--- config.mk ---
export PLATFORM = sky130hd
export DESIGN_NAME = segment_descriptor_cache
export DESIGN_NICKNAME = d
export VERILOG_FILES = /design/src/rtl/segment_pkg.sv /design/src/rtl/segment_limit_checker.sv /design/src/rtl/segment_descriptor_cache.sv
export SDC_FILE = /design/constraint.sdc
export NUM_CORES = 1
export LEC_CHECK = 0
export CAP_MARGIN = 25
export CELL_PAD_IN_SITES_DETAIL_PLACEMENT = 2
export CELL_PAD_IN_SITES_GLOBAL_PLACEMENT = 2
export CORE_ASPECT_RATIO = 0.9
export CORE_UTILIZATION = 46
export DETAILED_ROUTE_END_ITERATION = 10
export HOLD_SLACK_MARGIN = 0.05
export PLACE_DENSITY_LB_ADDON = 0.2
export RECOVER_POWER = 25
export SKIP_CTS_REPAIR_TIMING = 1
export SYNTH_ARGS = -nofsm -noshare
export SYNTH_HDL_FRONTEND = slang
export SYNTH_SLANG_ARGS = --single-unit
--- constraint.sdc ---
create_clock -name clock -period 38.7 [get_ports clock]
set_input_delay 3.87 -clock clock [delete_from_list [all_inputs] [get_ports clock]]
set_output_delay 3.87 -clock clock [all_outputs]
set_load 0.01 [all_outputs]
--- src/rtl/segment_pkg.sv ---
// Shared types for the segment descriptor cache: register indices, decoded descriptor fields,
// load FSM states and the raw-descriptor decoder.
package segment_pkg;

  localparam int          DEFAULT_SEGMENT_COUNT = 6;
  localparam logic [31:0] DEFAULT_RESET_LIMIT   = 32'h0000_FFFF;

  typedef enum logic [2:0] {
    SEG_ES = 3'd0,
    SEG_CS = 3'd1,
    SEG_SS = 3'd2,
    SEG_DS = 3'd3,
    SEG_FS = 3'd4,
    SEG_GS = 3'd5
  } segment_index_t;

  typedef struct packed {
    logic [31:0] base;
    logic [19:0] limit;
    logic        g;
    logic        b;
    logic        p;
    logic [1:0]  dpl;
    logic        s;
    logic [3:0]  seg_type;
  } descriptor_fields_t;

  typedef enum logic [1:0] {
    LOAD_IDLE,
    LOAD_DECODE,
    LOAD_COMMIT
  } load_state_t;

  // Bits 53:52 (AVL and L) carry nothing the cache needs.
  function automatic descriptor_fields_t decode_descriptor(input logic [63:0] d);
    descriptor_fields_t f;
    logic unused_avl;
    unused_avl = ^d[53:52];
    f.base     = {d[63:56], d[39:16]};
    f.limit    = {d[51:48], d[15:0]};
    f.g        = d[55];
    f.b        = d[54];
    f.p        = d[47];
    f.dpl      = d[46:45];
    f.s        = d[44];
    f.seg_type = d[43:40];
    return f;
  endfunction

endpackage

--- src/rtl/segment_limit_checker.sv ---
// Combinational protection check for a single translation: presence, access rights and
// expand-up / expand-down limit bounds evaluated on the full byte range of the access.
module segment_limit_checker
  import segment_pkg::*;
(
  input  descriptor_fields_t fields,
  input  logic               index_valid,
  input  logic [31:0]        offset,
  input  logic [1:0]         size,
  input  logic               write,
  output logic               fault
);

  logic [31:0] eff_limit;
  logic [32:0] last_byte;
  logic [32:0] upper_bound;
  logic        is_code;
  logic        expand_down;
  logic        rights_fault;
  logic        limit_fault;
  logic        unused_fields;

  assign unused_fields = ^{fields.base, fields.dpl, fields.s};

  // The last byte is computed in 33 bits so an access straddling 4 GiB never wraps into range.
  always_comb begin
    eff_limit    = fields.g ? {fields.limit, 12'hFFF} : {12'h000, fields.limit};
    last_byte    = {1'b0, offset} + {31'b0, size};
    upper_bound  = fields.b ? 33'h0_FFFF_FFFF : 33'h0_0000_FFFF;
    is_code      = fields.seg_type[3];
    expand_down  = !is_code && fields.seg_type[2];
    rights_fault = is_code ? (write || !fields.seg_type[1]) : (write && !fields.seg_type[1]);
    if (expand_down) begin
      limit_fault = (offset <= eff_limit) || (last_byte > upper_bound);
    end else begin
      limit_fault = last_byte > {1'b0, eff_limit};
    end
    fault = !index_valid || !fields.p || rights_fault || limit_fault;
  end

endmodule

--- src/rtl/segment_descriptor_cache.sv ---
// Hidden-part cache of the six segment registers: loads fetched GDT descriptors through a
// three-state FSM and serves registered segment+offset -> linear address translations.
module segment_descriptor_cache
  import segment_pkg::*;
#(
  parameter int          SEGMENT_COUNT = DEFAULT_SEGMENT_COUNT,
  parameter logic [31:0] RESET_LIMIT   = DEFAULT_RESET_LIMIT
) (
  input  logic        clock,
  input  logic        reset,
  input  logic        load_valid,
  output logic        load_ready,
  input  logic [2:0]  load_segment_index,
  input  logic [15:0] load_selector,
  input  logic [63:0] load_descriptor,
  output logic        load_done,
  output logic        load_fault,
  input  logic        translate_valid,
  output logic        translate_ready,
  input  logic [2:0]  translate_segment_index,
  input  logic [31:0] translate_offset,
  input  logic [1:0]  translate_size,
  input  logic        translate_write,
  output logic        result_valid,
  output logic [31:0] linear_address,
  output logic        translate_fault,
  output logic [15:0] selector_out
);

  localparam logic [2:0] LAST_INDEX = 3'(SEGMENT_COUNT - 1);
  localparam descriptor_fields_t RESET_FIELDS = '{
    base: 32'h0, limit: RESET_LIMIT[19:0], g: 1'b0, b: 1'b0,
    p: 1'b1, dpl: 2'b00, s: 1'b1, seg_type: 4'b0010
  };

  load_state_t        state;
  load_state_t        next_state;
  logic [2:0]         pend_index;
  logic [15:0]        pend_selector;
  logic [63:0]        pend_descriptor;
  descriptor_fields_t pend_fields;
  logic               pend_fault;
  descriptor_fields_t decoded;
  descriptor_fields_t entries [SEGMENT_COUNT];
  logic [15:0]        selectors [SEGMENT_COUNT];
  logic               load_accept;
  logic               translate_accept;
  logic               translate_index_valid;
  descriptor_fields_t translate_fields;
  logic               check_fault;

  always_ff @(posedge clock or posedge reset) begin
    if (reset) begin
      state <= LOAD_IDLE;
    end else begin
      state <= next_state;
    end
  end

  // Translations are blocked while a load is in flight so they never see a half-updated entry.
  always_comb begin
    next_state      = state;
    load_ready      = 1'b0;
    translate_ready = 1'b0;
    case (state)
      LOAD_IDLE: begin
        load_ready      = 1'b1;
        translate_ready = 1'b1;
        if (load_valid) next_state = LOAD_DECODE;
      end
      LOAD_DECODE: next_state = LOAD_COMMIT;
      LOAD_COMMIT: next_state = LOAD_IDLE;
      default:     next_state = LOAD_IDLE;
    endcase
  end

  assign load_accept      = load_valid && load_ready;
  assign translate_accept = translate_valid && translate_ready;
  assign decoded          = decode_descriptor(pend_descriptor);

  always_ff @(posedge clock or posedge reset) begin
    if (reset) begin
      pend_index      <= '0;
      pend_selector   <= '0;
      pend_descriptor <= '0;
      pend_fields     <= RESET_FIELDS;
      pend_fault      <= 1'b0;
    end else begin
      if (load_accept) begin
        pend_index      <= load_segment_index;
        pend_selector   <= load_selector;
        pend_descriptor <= load_descriptor;
      end
      if (state == LOAD_DECODE) begin
        pend_fields <= decoded;
        pend_fault  <= (pend_index > LAST_INDEX) || !decoded.p || !decoded.s;
      end
    end
  end

  always_ff @(posedge clock or posedge reset) begin
    if (reset) begin
      for (int i = 0; i < SEGMENT_COUNT; i++) begin
        entries[i]   <= RESET_FIELDS;
        selectors[i] <= '0;
      end
      load_done  <= 1'b0;
      load_fault <= 1'b0;
    end else begin
      load_done  <= (state == LOAD_COMMIT);
      load_fault <= (state == LOAD_COMMIT) && pend_fault;
      if ((state == LOAD_COMMIT) && !pend_fault) begin
        entries[pend_index]   <= pend_fields;
        selectors[pend_index] <= pend_selector;
      end
    end
  end

  // An out-of-range index reads the reset entry with a zero base; the checker faults it regardless.
  assign translate_index_valid = translate_segment_index <= LAST_INDEX;
  assign translate_fields = translate_index_valid ? entries[translate_segment_index] : RESET_FIELDS;
  assign selector_out     = translate_index_valid ? selectors[translate_segment_index] : 16'h0000;

  segment_limit_checker u_limit_checker (
    .fields      (translate_fields),
    .index_valid (translate_index_valid),
    .offset      (translate_offset),
    .size        (translate_size),
    .write       (translate_write),
    .fault       (check_fault)
  );

  always_ff @(posedge clock or posedge reset) begin
    if (reset) begin
      result_valid    <= 1'b0;
      linear_address  <= '0;
      translate_fault <= 1'b0;
    end else begin
      result_valid <= translate_accept;
      if (translate_accept) begin
        linear_address  <= translate_fields.base + translate_offset;
        translate_fault <= check_fault;
      end
    end
  end

endmodule

======== Word level (Yosys, flattened, before mapping) ========
Index checks and enable logic that the tools add are counted.
storage, ports and cells
  bits of input ports ..................... 125
  register bits after elaboration ......... 652
  output and inout bits ................... 54
  word-level logic and storage cells ...... 130
cells by class
  bitwise logic cells ..................... 2
  $add $sub $neg .......................... 2
  equal/unequal tests ..................... 3
  magnitude comparators ................... 8
  reduce and logical (&&, ||, !) cells .... 22
  multiplexer cells ....................... 21
operators by type and width
  kind                  count
  $bwmux W372           1
  $mux W62              4
  $bmux W62 S3          1
  $demux W62 S3         1
  $bwmux W96            1
  $mux W16              4
  $mux W32              2
  $bmux W16 S3          1
  $demux W16 S3         1
  $add A32 B2 Y33       1
  $gt A33 B32 Y1        1
  $gt A33 B33 Y1        1
  $add A32 B32 Y32      1
  $le A32 B32 Y1        1
  $ge A4 B4 Y1 const B  2
  $not A3 Y4            2
  $logic_and A1 B1 Y1   7
  $logic_not A1 Y1      7
  $logic_or A1 B1 Y1    7
  $lt A4 B1 Y1 const B  1
  $pmux W2 S2           1
  $gt A3 B3 Y1 const B  1
  $le A3 B3 Y1 const B  1
  $mux W1               3
  other kinds (5)       5

======== Logic depth before layout (Yosys ltp) ========
Gate-level depths: netlist of run 1.
  depth in word-level cells ............... 10
  depth in mapped cells ................... 18
  depth with buffers taken out ............ 17

======== Modules after synthesis ========
Synthesis of run 1 repeated with hierarchy kept, for this count alone.
second synthesis, totals
  cell total of the unflattened synthesis .. 2394
  area, all modules ....................... 32044.5 um2
modules (own cells, without submodules)
  module                    area an instance (um2)  times used  cells each
  segment_descriptor_cache  29281.8                 1           2035
  segment_limit_checker     2762.6                  1           359

======== Worst setup path after synthesis of run 1 ========
Ideal clock, no wire load.
  path type ............................... in2out
  start ................................... input translate_segment_index[0]
  end ..................................... output selector_out[0]
  arrival time ............................ 5.418 ns
  path slack .............................. 29.412 ns
  cell stages on the path ................. 6
  buffers on the path ..................... 3
  path through ............................ buf_2 buf_2 buf_2 mux4_2 nand2_1 o21ai_0
on the way
  word-level cells in the longest chain between the ends .. 5
  elaborated cells on any way between the ends .. 6
ends and longest elaborated chain
  what                                         line                             source
  from (decl)                                  segment_descriptor_cache.sv:20   input logic [2:0] translate_segment_index,
  $not A3 Y4 (implied by the code)             segment_descriptor_cache.sv:122  assign selector_out = translate_index_valid ? selectors[translate_segment_index] : 16'h0000;
  $bmux W16 S3                                 segment_descriptor_cache.sv:122
  $mux W16 (implied by the code) (2 in a row)  segment_descriptor_cache.sv:122
  $mux W16 (*)                                 segment_descriptor_cache.sv:122
  to (decl)                                    segment_descriptor_cache.sv:27   output logic [15:0] selector_out
Every way passes the cells marked *; elsewhere a longest branch is shown, timed or not. The select of a mux whose other input is x is not followed.

======== Worst setup path in the final report of run 1 ========
  start ................................... input translate_segment_index[1]
  end ..................................... output selector_out[3]
Same word-level chain as after synthesis.

==> flow_summary.yaml, run 1 <==
synth:
  netlist_area_um2: 30400
  synth-simple-area-share: 0.0532
  synthCells: 2272
  synthAdderAreaFrac: 0.0482
  synth_area_leaders: "dfrtp_1 41%, mux2_2 22%, dfstp_2 11%"
  synth_edf_count: 0
  yosysSeqAreaShare: 0.515
  avgSynthCellArea_um2: 13.4
  synthDominantCellAreaShare: 0.406
  yosysTopAreaCell: "dfrtp_1"
  synth_compound_area_frac: 0.0544
  synthMuxAreaShare: 0.296
  synth_xor_area_frac: 0.0144
  yosys_warnings: 0
  async_reset_ff_frac: 1.00
  synth_top_family_by_area: "multiplexers"
  synth_nets: 2512
  synth_cell_types: 64
  ys_ff_latch: 619
  synth_ff_type: "dfrtp_1"
final_layout:
  multi_input_area_um2: 14200
  postLayoutCellArea_um2: 35200
  final_util: 0.538
  fin_nets: 2671
  regArea_um2: 15600
  layout_common_cells: "539 x mux2_2, 493 x dfrtp_1, 171 x clkdlybuf4s50_1, 133 x nand2_1, 126 x dfstp_2"
  final_common_cell: "mux2_2"
  fillers: 6025
  layout-drive-gt1-share: 0.355
  areaGrowthSynthToFinish_pct: 16.0
floorplanning:
  pin_count: 179
  die_area_um2: 67100
  die_w_um: 273
  die_h_um: 246
  core_area_um2: 65500
  rows: 89
  start_util: 0.464
setup_path:
  start_kind: "input port"
  r2r_cells: 6
  critPathTopFamily: "buffers and inverters"
  cp-end-kind: "output port"
  worst-path-buf-inv: 5
  arrival_ns: 6.93
  critPathSlowestCell: "clkinv_2"
  crit_type: "in -> out"
  critical-path-max-stage-delay_ns: 0.67
  critPathRequiredTime_ns: 34.83
  cp_cell_sequence: "clkdlybuf4s50_1 > buf_4 > clkinv_2 > buf_4 > nand2_1 > o21ai_0 > clkdlybuf4s50_1"
  crit_start: "translate_segment_index[1]"
  r2r_start: "state[0]$_DFFE_PP0P_"
  crit_cells: 7
  cp_max_fo: 31
power_and_ir_drop:
  vdd_drop_max_mv: 0.0336
  p_int_w: 0.00160
  pwr-share-comb: 0.264
  power_density_nw_per_um2: 68.2
  p_clk_frac: 0.270
  seq_power_share: 0.465
  swShare: 0.333
  switchingPower_w: 0.000801
  p_leak_nw: 16.0
hold_path:
  hp-class: "reg -> reg"
  hold_start: "linear_address[5]$_DFFE_PP0P_"
  min_path_cells: 1
sta:
  fin_crit_sh: 0.279
  rsz0062_at_grt: "no"
  slew_headroom: -1.66
  report.final.setup_viol: 0
  worst_pin_slew_ns: 3.99
  drv_slew: 300
  fin_ws_ns: 27.90
  hold_violations: 0
  min_period_ns: 10.80
  fmax_mhz: 92.6
  timing.hold.ws_ns: 0.480
  finalClockSkew_ns: 0.0361
  setup_tns_ns: 0
routing:
  vias_per_cell: 5.99
  wl_mm: 99.6
  drtIter0Drc: 971
  dr.pass1.iters: 4
  dr_total_vias: 20000
  drtAntennaViolNets: 0
  post-route-drc-count: 0
  route.detailed.wl_per_inst_um: 29.7
place:
  dp_worst_setup_slack_ns: 28.00
  dpl.hpwl_mm: 59.2
  globalplace.congestion: 0.881
  port_buffers: 173
  postPlaceCellArea_um2: 33000
grt:
  grt_max_degree: 112
  grt_overflow: 0
  grt_pass1_wl_mm: 151
  grt_pass1_vias: 23400
  antenna_found_initial: 3
  grt_util_all_layers: 0.300
clock_network:
  worstSkewPairLatency_ns: 0.64
  cts_buffers: 69
  h-tree-depth: 3
  cts_sinks: 619
  clk_path_buf_depth: 3
  cts_tree: "built"
  clkTransAtPathRegs_ns: 0.05
  cts_root_buf: "clkbuf_16"
outcome:
  violations: "max-capacitance violations, max-slew violations"
  outcome: "finished, violations left"
run:
  maxCapViolCount: 8
## stage by stage
stage                     instances  total power [W]
after floorplan                2272          0.00145
after global placement         3216          0.00162
after detailed placement       3219          0.00171
after CTS                      3342          0.00241
after global routing           3349          0.00250
final                          3349          0.00240
## synthesized netlist by cell type (all sizes together) (9+ instances only)
master and instances:
mux2 589, dfrtp 493, nand2 135, dfstp 126, ha 113, o21ai 98
clkbuf 91, mux4 74, a21oi 72, mux2i 69, nor2 64, a21o 34
xnor2 31, nand4 29, buf 28, inv 26, nand3 24, and3 19
xor2 19, nor3 14, and2 10, a31oi 9, nor2b 9
## flip-flops by register name, indices dropped and copies added, names as in the netlist
signal,flops
entries,348
linear_address,32
load_done,1
load_fault,1
pend_descriptor,59
pend_fault,1
pend_fields,58
pend_index,3
pend_selector,16
result_valid,1
selectors,96
state,2
translate_fault,1
## power by group through the flow
stage	Sequential [W]	Combinational, W	Clock (W)
final	0.00112	0.000635	0.000649
after global routing	0.00114	0.000684	0.000680
after floorplan	0.00102	0.000421	0
after global placement	0.00105	0.000569	0
after CTS	0.00111	0.000641	0.000660
after detailed placement	0.00110	0.000613	0
## final timing paths
| path | to | slack (ns) |
|---|---|---|
| max reg2reg | entries[151]$_DFFE_PP0P_ | 32.71 |
| min | linear_address[5]$_DFFE_PP0P_ | 0.48 |
| min in group asynchronous | selectors[22]$_DFFE_PP0P_ | 3.76 |
| max in group asynchronous | pend_fields[20]$_DFFE_PP1N_ | 31.22 |
| max | selector_out[3] | 27.90 |
| min reg2reg | linear_address[5]$_DFFE_PP0P_ | 0.48 |
## worst reg2reg max path, cell delays in order (launching register included)
cell      delay, ns
dfrtp_1        0.39
nand2b_1       0.18
inv_1          0.13
nand4_1        0.11
clkbuf_1       1.85
clkbuf_1       2.65
mux2_2         0.55
## cell families (layout without fill, tap and decap cells)
kind of cell,after synthesis,after routing
muxes,732,732
DFF,619,619
and+or+nand+nor,337,337
AOI/OAI and AO/OA,272,272
buffers and inverters,146,357
adders and majority gates,116,116
xor gates and xnor gates,50,50
other,0,2
## area by class of cell
type | instances | share of cell area
antenna | 2 | 0.000142
clock buffer | 98 | 0.0553
clock inverter | 25 | 0.00643
inverter | 27 | 0.00312
multi-input combinational | 1507 | 0.402
sequential | 619 | 0.444
tap | 864 | 0.0307
timing repair buffer | 207 | 0.0581
## routing by layer
layer / global-route usage / share of wire
met1: 0.388 / 0.43
met2: 0.527 / 0.52
met3: 0.0371 / 0.030
met4: 0.0896 / 0.023
met5: 0 / 0.00013
No activity file was read; power rests on OpenSTA's default activity.
==> inputs of run 2 (changes only) <==
--- a/config.mk
+++ b/config.mk
@@ -9,7 +9,7 @@
 export CELL_PAD_IN_SITES_DETAIL_PLACEMENT = 2
 export CELL_PAD_IN_SITES_GLOBAL_PLACEMENT = 2
 export CORE_ASPECT_RATIO = 0.9
-export CORE_UTILIZATION = 46
+export CORE_UTILIZATION = 43
 export DETAILED_ROUTE_END_ITERATION = 10
 export HOLD_SLACK_MARGIN = 0.05
 export PLACE_DENSITY_LB_ADDON = 0.2
==> constraint.sdc (replaced) <==
create_clock -name clock -period 10.5 [get_ports clock]
set_input_delay 1.05 -clock clock [delete_from_list [all_inputs] [get_ports clock]]
set_output_delay 1.05 -clock clock [all_outputs]
set_load 0.01 [all_outputs]
==> run 2 against run 1 <==
  * The flow still finishes with violations (max-capacitance violations, max-slew violations)
  * Global-route usage decreased by 4.1 points
  * First-iteration DRC count decreased by 11%
  * Utilization decreased by 3.1 points
  * Final cell count increased by 2.1%
  * Die area increased by 6.9%
  * Clock power increased to 3.9 times the previous value
  * Critical path type is now in -> reg
  * Critical endpoint is now linear_address[30]$_DFFE_PP0P_
  * Largest cell class unchanged
==> flow_summary.yaml, run 2 (synthesis results as in run 1) <==
outcome:
  outcome: "finished, violations left"
  violations: "max-capacitance violations, max-slew violations"
place:
  dpl.hpwl_mm: 56.8
  port_buffers: 173
  dp_cells: 3290
  globalplace.congestion: 0.841
  dp_worst_setup_slack_ns: 4.32
final_layout:
  layout_common_cells: "587 x mux2_2, 493 x dfrtp_1, 169 x clkdlybuf4s50_1, 132 x nand2_1, 126 x dfstp_2"
  reg.largest.list: "entries: 348 flops, selectors: 96 flops, pend_descriptor: 59 flops"
  fin_nets: 2664
  regArea_um2: 15600
  regMostFlops: "entries"
  largest_reg_flops: 348
  finalNonFillerCells: 3419
  multi_input_area_um2: 14200
  areaGrowthSynthToFinish_pct: 16.8
  fillers: 6592
  final_common_cell: "mux2_2"
  diodes: 0
  layout-drive-gt1-share: 0.378
run:
  maxCapViolCount: 5
grt:
  grt_max_degree: 189
  grt_pass1_vias: 22900
  antenna_found_initial: 4
  grt_util_all_layers: 0.259
  grt_overflow: 0
  grt_pass1_wl_mm: 140
floorplanning:
  die_h_um: 254
  start_util: 0.434
  die_w_um: 282
  die_area_um2: 71700
  core_area_um2: 70000
  rows: 92
  pin_count: 179
sta:
  report.final.setup_viol: 0
  rsz0062_at_grt: "no"
  slew_headroom: -1.35
  min_period_ns: 5.68
  finalClockSkew_ns: 0.0251
  hold_violations: 0
  worst_pin_slew_ns: 3.53
  setup_tns_ns: 0
  fmax_mhz: 176
  fin_ws_ns: 4.82
  fin_crit_sh: 0.541
  drv_slew: 181
power_and_ir_drop:
  vdd_drop_max_mv: 0.135
  power_density_nw_per_um2: 249
  p_leak_nw: 16.1
  swShare: 0.312
  power_w: 0.00883
  p_int_w: 0.00608
  p_clk_frac: 0.287
  seq_power_share: 0.455
  switchingPower_w: 0.00276
  pwr-share-comb: 0.257
routing:
  post-route-drc-count: 0
  dr.pass1.iters: 4
  wl_mm: 91.1
  dr_total_vias: 19800
  drtAntennaViolNets: 0
  vias_per_cell: 5.78
  route.detailed.wl_per_inst_um: 26.6
  drtIter0Drc: 864
clock_network:
  cts_tree: "built"
  clkTransAtPathRegs_ns: 0.06
  cts_sinks: 619
  cts_buffers: 70
  h-tree-depth: 3
  clk_path_buf_depth: 3
  cts_root_buf: "clkbuf_16"
  worstSkewPairLatency_ns: 0.62
setup_path:
  cp_max_fo: 55
  start_kind: "input port"
  critPathRequiredTime_ns: 11.05
  cp-end-kind: "flop"
  crit_type: "in -> reg"
  arrival_ns: 6.22
hold_path:
  hp-class: "reg -> reg"
## run 2: cell type report
cell class	instances	share of cell area
clock inverter	18	0.00733
inverter	27	0.00293
clock buffer	109	0.0598
multi-input combinational	1507	0.400
tap	940	0.0331
sequential	619	0.441
timing repair buffer	199	0.0556
## run 2: critical path, cell delays in order
cell,delay [ns]
buf_2,0.64
nand2_4,0.69
o21ai_0,1.05
ha_1,0.36
inv_1,0.07
fa_1,0.41
nor2b_1,0.17
o2111ai_1,0.17
nand3_1,0.24
a32oi_1,0.21
a31oi_2,0.36
o31ai_2,0.15
or4_1,0.49
nand3_1,0.11
## run 2: worst paths after layout
check | startpoint | to | slack, ns | cells past startpoint
worst max-delay path | translate_segment_index[1] | linear_address[30]$_DFFE_PP0P_ | 4.82 | 14
worst min register to register | linear_address[10]$_DFFE_PP0P_ | linear_address[10]$_DFFE_PP0P_ | 0.48 | 2
worst min-delay path | linear_address[10]$_DFFE_PP0P_ | linear_address[10]$_DFFE_PP0P_ | 0.48 | 2
worst max register to register | pend_index[2]$_DFFE_PP0P_ | selectors[63]$_DFFE_PP0P_ | 5.97 | 5
min in group asynchronous | reset | selectors[87]$_DFFE_PP0P_ | 1.19 | 3
max in group asynchronous | reset | linear_address[12]$_DFFE_PP0P_ | 5.47 | 6
## run 2: per-stage QoR
| stage | instance area (µm²) | hold WS (ns) | utilization |
|---|---|---|---|
| floorplan | 30400 | 0.455 | - |
| global placement | 33100 | 0.459 | 0.473 |
| detailed placement | 33100 | 0.478 | 0.473 |
| CTS | 35500 | 0.491 | 0.507 |
| global route | 35500 | 0.515 | 0.507 |
| finish | 35500 | 0.484 | 0.507 |
## run 2: power groups by stage
stage	combinational, W	sequential, W	clock, W
6_report	0.00227	0.00402	0.00254
5_1_grt	0.00247	0.00414	0.00268
4_1_cts	0.00230	0.00403	0.00259
3_5_place_dp	0.00225	0.00402	0
3_3_place_gp	0.00210	0.00389	0
2_1_floorplan	0.00155	0.00378	0
## run 2: layer usage
| layer | GRT usage | share of wire | wire, µm | up-vias |
|---|---|---|---|---|
| li1 | - | - | - | 8654 |
| met3 | 0.0442 | 0.036 | 3230 | 187 |
| met1 | 0.330 | 0.43 | 39100 | 10600 |
| met5 | 0 | 0.00035 | 32 | - |
| met4 | 0.0911 | 0.033 | 3030 | 6 |
| met2 | 0.445 | 0.50 | 45600 | 349 |
==> inputs of run 3 (changes only) <==
--- a/config.mk
+++ b/config.mk
@@ -9,7 +9,7 @@
 export CELL_PAD_IN_SITES_DETAIL_PLACEMENT = 2
 export CELL_PAD_IN_SITES_GLOBAL_PLACEMENT = 2
 export CORE_ASPECT_RATIO = 0.9
-export CORE_UTILIZATION = 43
+export CORE_UTILIZATION = 39
 export DETAILED_ROUTE_END_ITERATION = 10
 export HOLD_SLACK_MARGIN = 0.05
 export PLACE_DENSITY_LB_ADDON = 0.2
==> constraint.sdc (replaced) <==
create_clock -name clock -period 5.2 [get_ports clock]
set_input_delay 0.52 -clock clock [delete_from_list [all_inputs] [get_ports clock]]
set_output_delay 0.52 -clock clock [all_outputs]
set_load 0.01 [all_outputs]
==> run 3 against run 2 <==
  * Clock skew up 0.0013 ns
  * Register-to-register slack worse by 4.8 ns
  * The run still ends with max-capacitance violations, max-slew violations left
  * Routed wire length down 1.4%
  * Critical endpoint is now translate_fault$_DFFE_PP0P_
  * First-iteration DRC count down 12%
==> flow_summary.yaml, run 3 (synthesis results as in run 1) <==
outcome:
  outcome: "finished, violations left"
  violations: "max-capacitance violations, max-slew violations"
setup_path:
  crit_path_end: "translate_fault$_DFFE_PP0P_"
  start_kind: "input port"
  rrSetupSlack_ns: 1.19
  cp-end-kind: "flop"
  crit_start: "translate_offset[0]"
  crit_type: "in -> reg"
  r2r_cells: 13
  arrival_ns: 4.91
  critPathRequiredTime_ns: 5.68
  r2r_start: "entries[9]$_DFFE_PP0P_"
  cp_max_fo: 4
  r2r-end: "translate_fault$_DFFE_PP0P_"
grt:
  grt_pass1_vias: 22700
  grt_max_degree: 111
  antenna_found_initial: 4
  grt_util_all_layers: 0.233
  grt_pass1_wl_mm: 140
  grt_overflow: 0
final_layout:
  final_common_cell: "mux2_2"
  regMostFlops: "entries"
  layout_common_cells: "589 x mux2_2, 493 x dfrtp_1, 170 x clkdlybuf4s50_1, 132 x nand2_1, 126 x dfstp_2"
  postLayoutCellArea_um2: 35900
  diodes: 0
  fin_nets: 2708
  largest_reg_flops: 348
  layout-drive-gt1-share: 0.390
  areaGrowthSynthToFinish_pct: 18.0
  reg.largest.list: "entries: 348 flops, selectors: 96 flops, pend_descriptor: 59 flops"
power_and_ir_drop:
  power_w: 0.0176
  power_density_nw_per_um2: 491
  seq_power_share: 0.458
  pwr-share-comb: 0.259
  switchingPower_w: 0.00549
  p_clk_frac: 0.283
  p_int_w: 0.0121
  vdd_drop_max_mv: 0.229
  swShare: 0.312
  p_leak_nw: 16.3
place:
  postPlaceCellArea_um2: 33600
  port_buffers: 173
  globalplace.congestion: 0.841
  dpl.hpwl_mm: 61.4
  dp_worst_setup_slack_ns: 0.171
routing:
  dr.pass1.iters: 4
  wl_mm: 89.8
  dr_total_vias: 19700
  route.detailed.wl_per_inst_um: 25.3
  drtAntennaViolNets: 0
  post-route-drc-count: 0
  vias_per_cell: 5.53
  drtIter0Drc: 760
sta:
  hold_violations: 0
  finalClockSkew_ns: 0.0264
  rsz0062_at_grt: "no"
  fin_ws_ns: 0.777
  drv_slew: 260
  worst_pin_slew_ns: 3.55
  min_period_ns: 4.42
  fin_crit_sh: 0.851
  report.final.setup_viol: 0
  slew_headroom: -1.36
  fmax_mhz: 226
clock_network:
  cts_sinks: 619
  cts_tree: "built"
  cts_root_buf: "clkbuf_16"
  worstSkewPairLatency_ns: 0.63
  clk_path_buf_depth: 3
  h-tree-depth: 3
  cts_buffers: 71
  clkTransAtPathRegs_ns: 0.06
floorplanning:
  rows: 96
  start_util: 0.397
  die_area_um2: 79000
  die_h_um: 267
  die_w_um: 296
  pin_count: 179
  core_area_um2: 76600
run:
  maxCapViolCount: 5
hold_path:
  hp-class: "in -> async"
run 3: cell count changes in the layout (fill, tap and decap cells not counted), sizes merged:
| cell | change |
|---|---|
| clkinv | +8 |
| clkbuf | -9 |
| buf | +40 |
| clkdlybuf4s50 | +1 |
| inv | +2 |
| dlymetal6s4s | +1 |
| clkinvlp | +3 |
| bufinv | -2 |
run 3: final cells by class:
type / count / area [µm²]
clock buffers: 99 / 2030
clock inverters: 29 / 277
fillers: 7403 / 40800
inverters: 27 / 103
multi-input cells: 1507 / 14200
flip-flops and latches: 619 / 15600
well taps: 1029 / 1290
repair buffers: 242 / 2310
run 3: layer usage:
layer,up-vias,wire length (µm),track usage
met2,269,44900,0.399
met5,-,25,0
met1,10500,40400,0.312
met3,119,2690,0.0309
li1,8740,-,-
met4,4,1790,0.0521
run 3: power groups by stage:
stage	clock network, W	registers [W]	logic [W]
final	0.00499	0.00807	0.00456
after global routing	0.00531	0.00832	0.00499
after CTS	0.00514	0.00809	0.00465
after detailed placement	0	0.00814	0.00459
after global placement	0	0.00789	0.00433
after floorplan	0	0.00763	0.00313
run 3: worst max-delay path, cell delays in order:
cell and delay, ns:
clkdlybuf4s50_1 0.53, ha_1 0.20, a21o_1 0.14, and3_1 0.24
and3_1 0.30, and3_1 0.25, and2_1 0.25, nand4_1 0.13
xnor2_1 0.19, ha_1 0.33, nand3_1 0.13, nor2_1 0.15
nand3_1 0.11, nor3_1 0.46, and4b_1 0.27, nand4_1 0.13
o41ai_1 0.41, a311oi_1 0.16
run 3: how the worst min path moves through the flow:
stage	start	endpoint	slack, ns	cells after the start
floorplan	pend_descriptor[44]$_DFFE_PP0P_	pend_fault$_DFFE_PP0N_	0.45	1
global placement	linear_address[2]$_DFFE_PP0P_	linear_address[2]$_DFFE_PP0P_	0.46	2
detailed placement	linear_address[4]$_DFFE_PP0P_	linear_address[4]$_DFFE_PP0P_	0.48	2
CTS	reset	selectors[41]$_DFFE_PP0P_	0.23	2
global route	reset	selectors[41]$_DFFE_PP0P_	0.40	2
finish	reset	selectors[41]$_DFFE_PP0P_	0.40	2
run 3: stage by stage:
| step | hold slack [ns] | TNS (ns) | cells | utilization |
|---|---|---|---|---|
| after floorplan | 0.455 | -1972.89 | 2272 | - |
| after global placement | 0.462 | 0 | 3421 | 0.438 |
| after detailed placement | 0.475 | 0 | 3424 | 0.439 |
| after CTS | 0.235 | 0 | 3552 | 0.469 |
| after global routing | 0.404 | 0 | 3552 | 0.468 |
| final | 0.403 | 0 | 3552 | 0.468 |
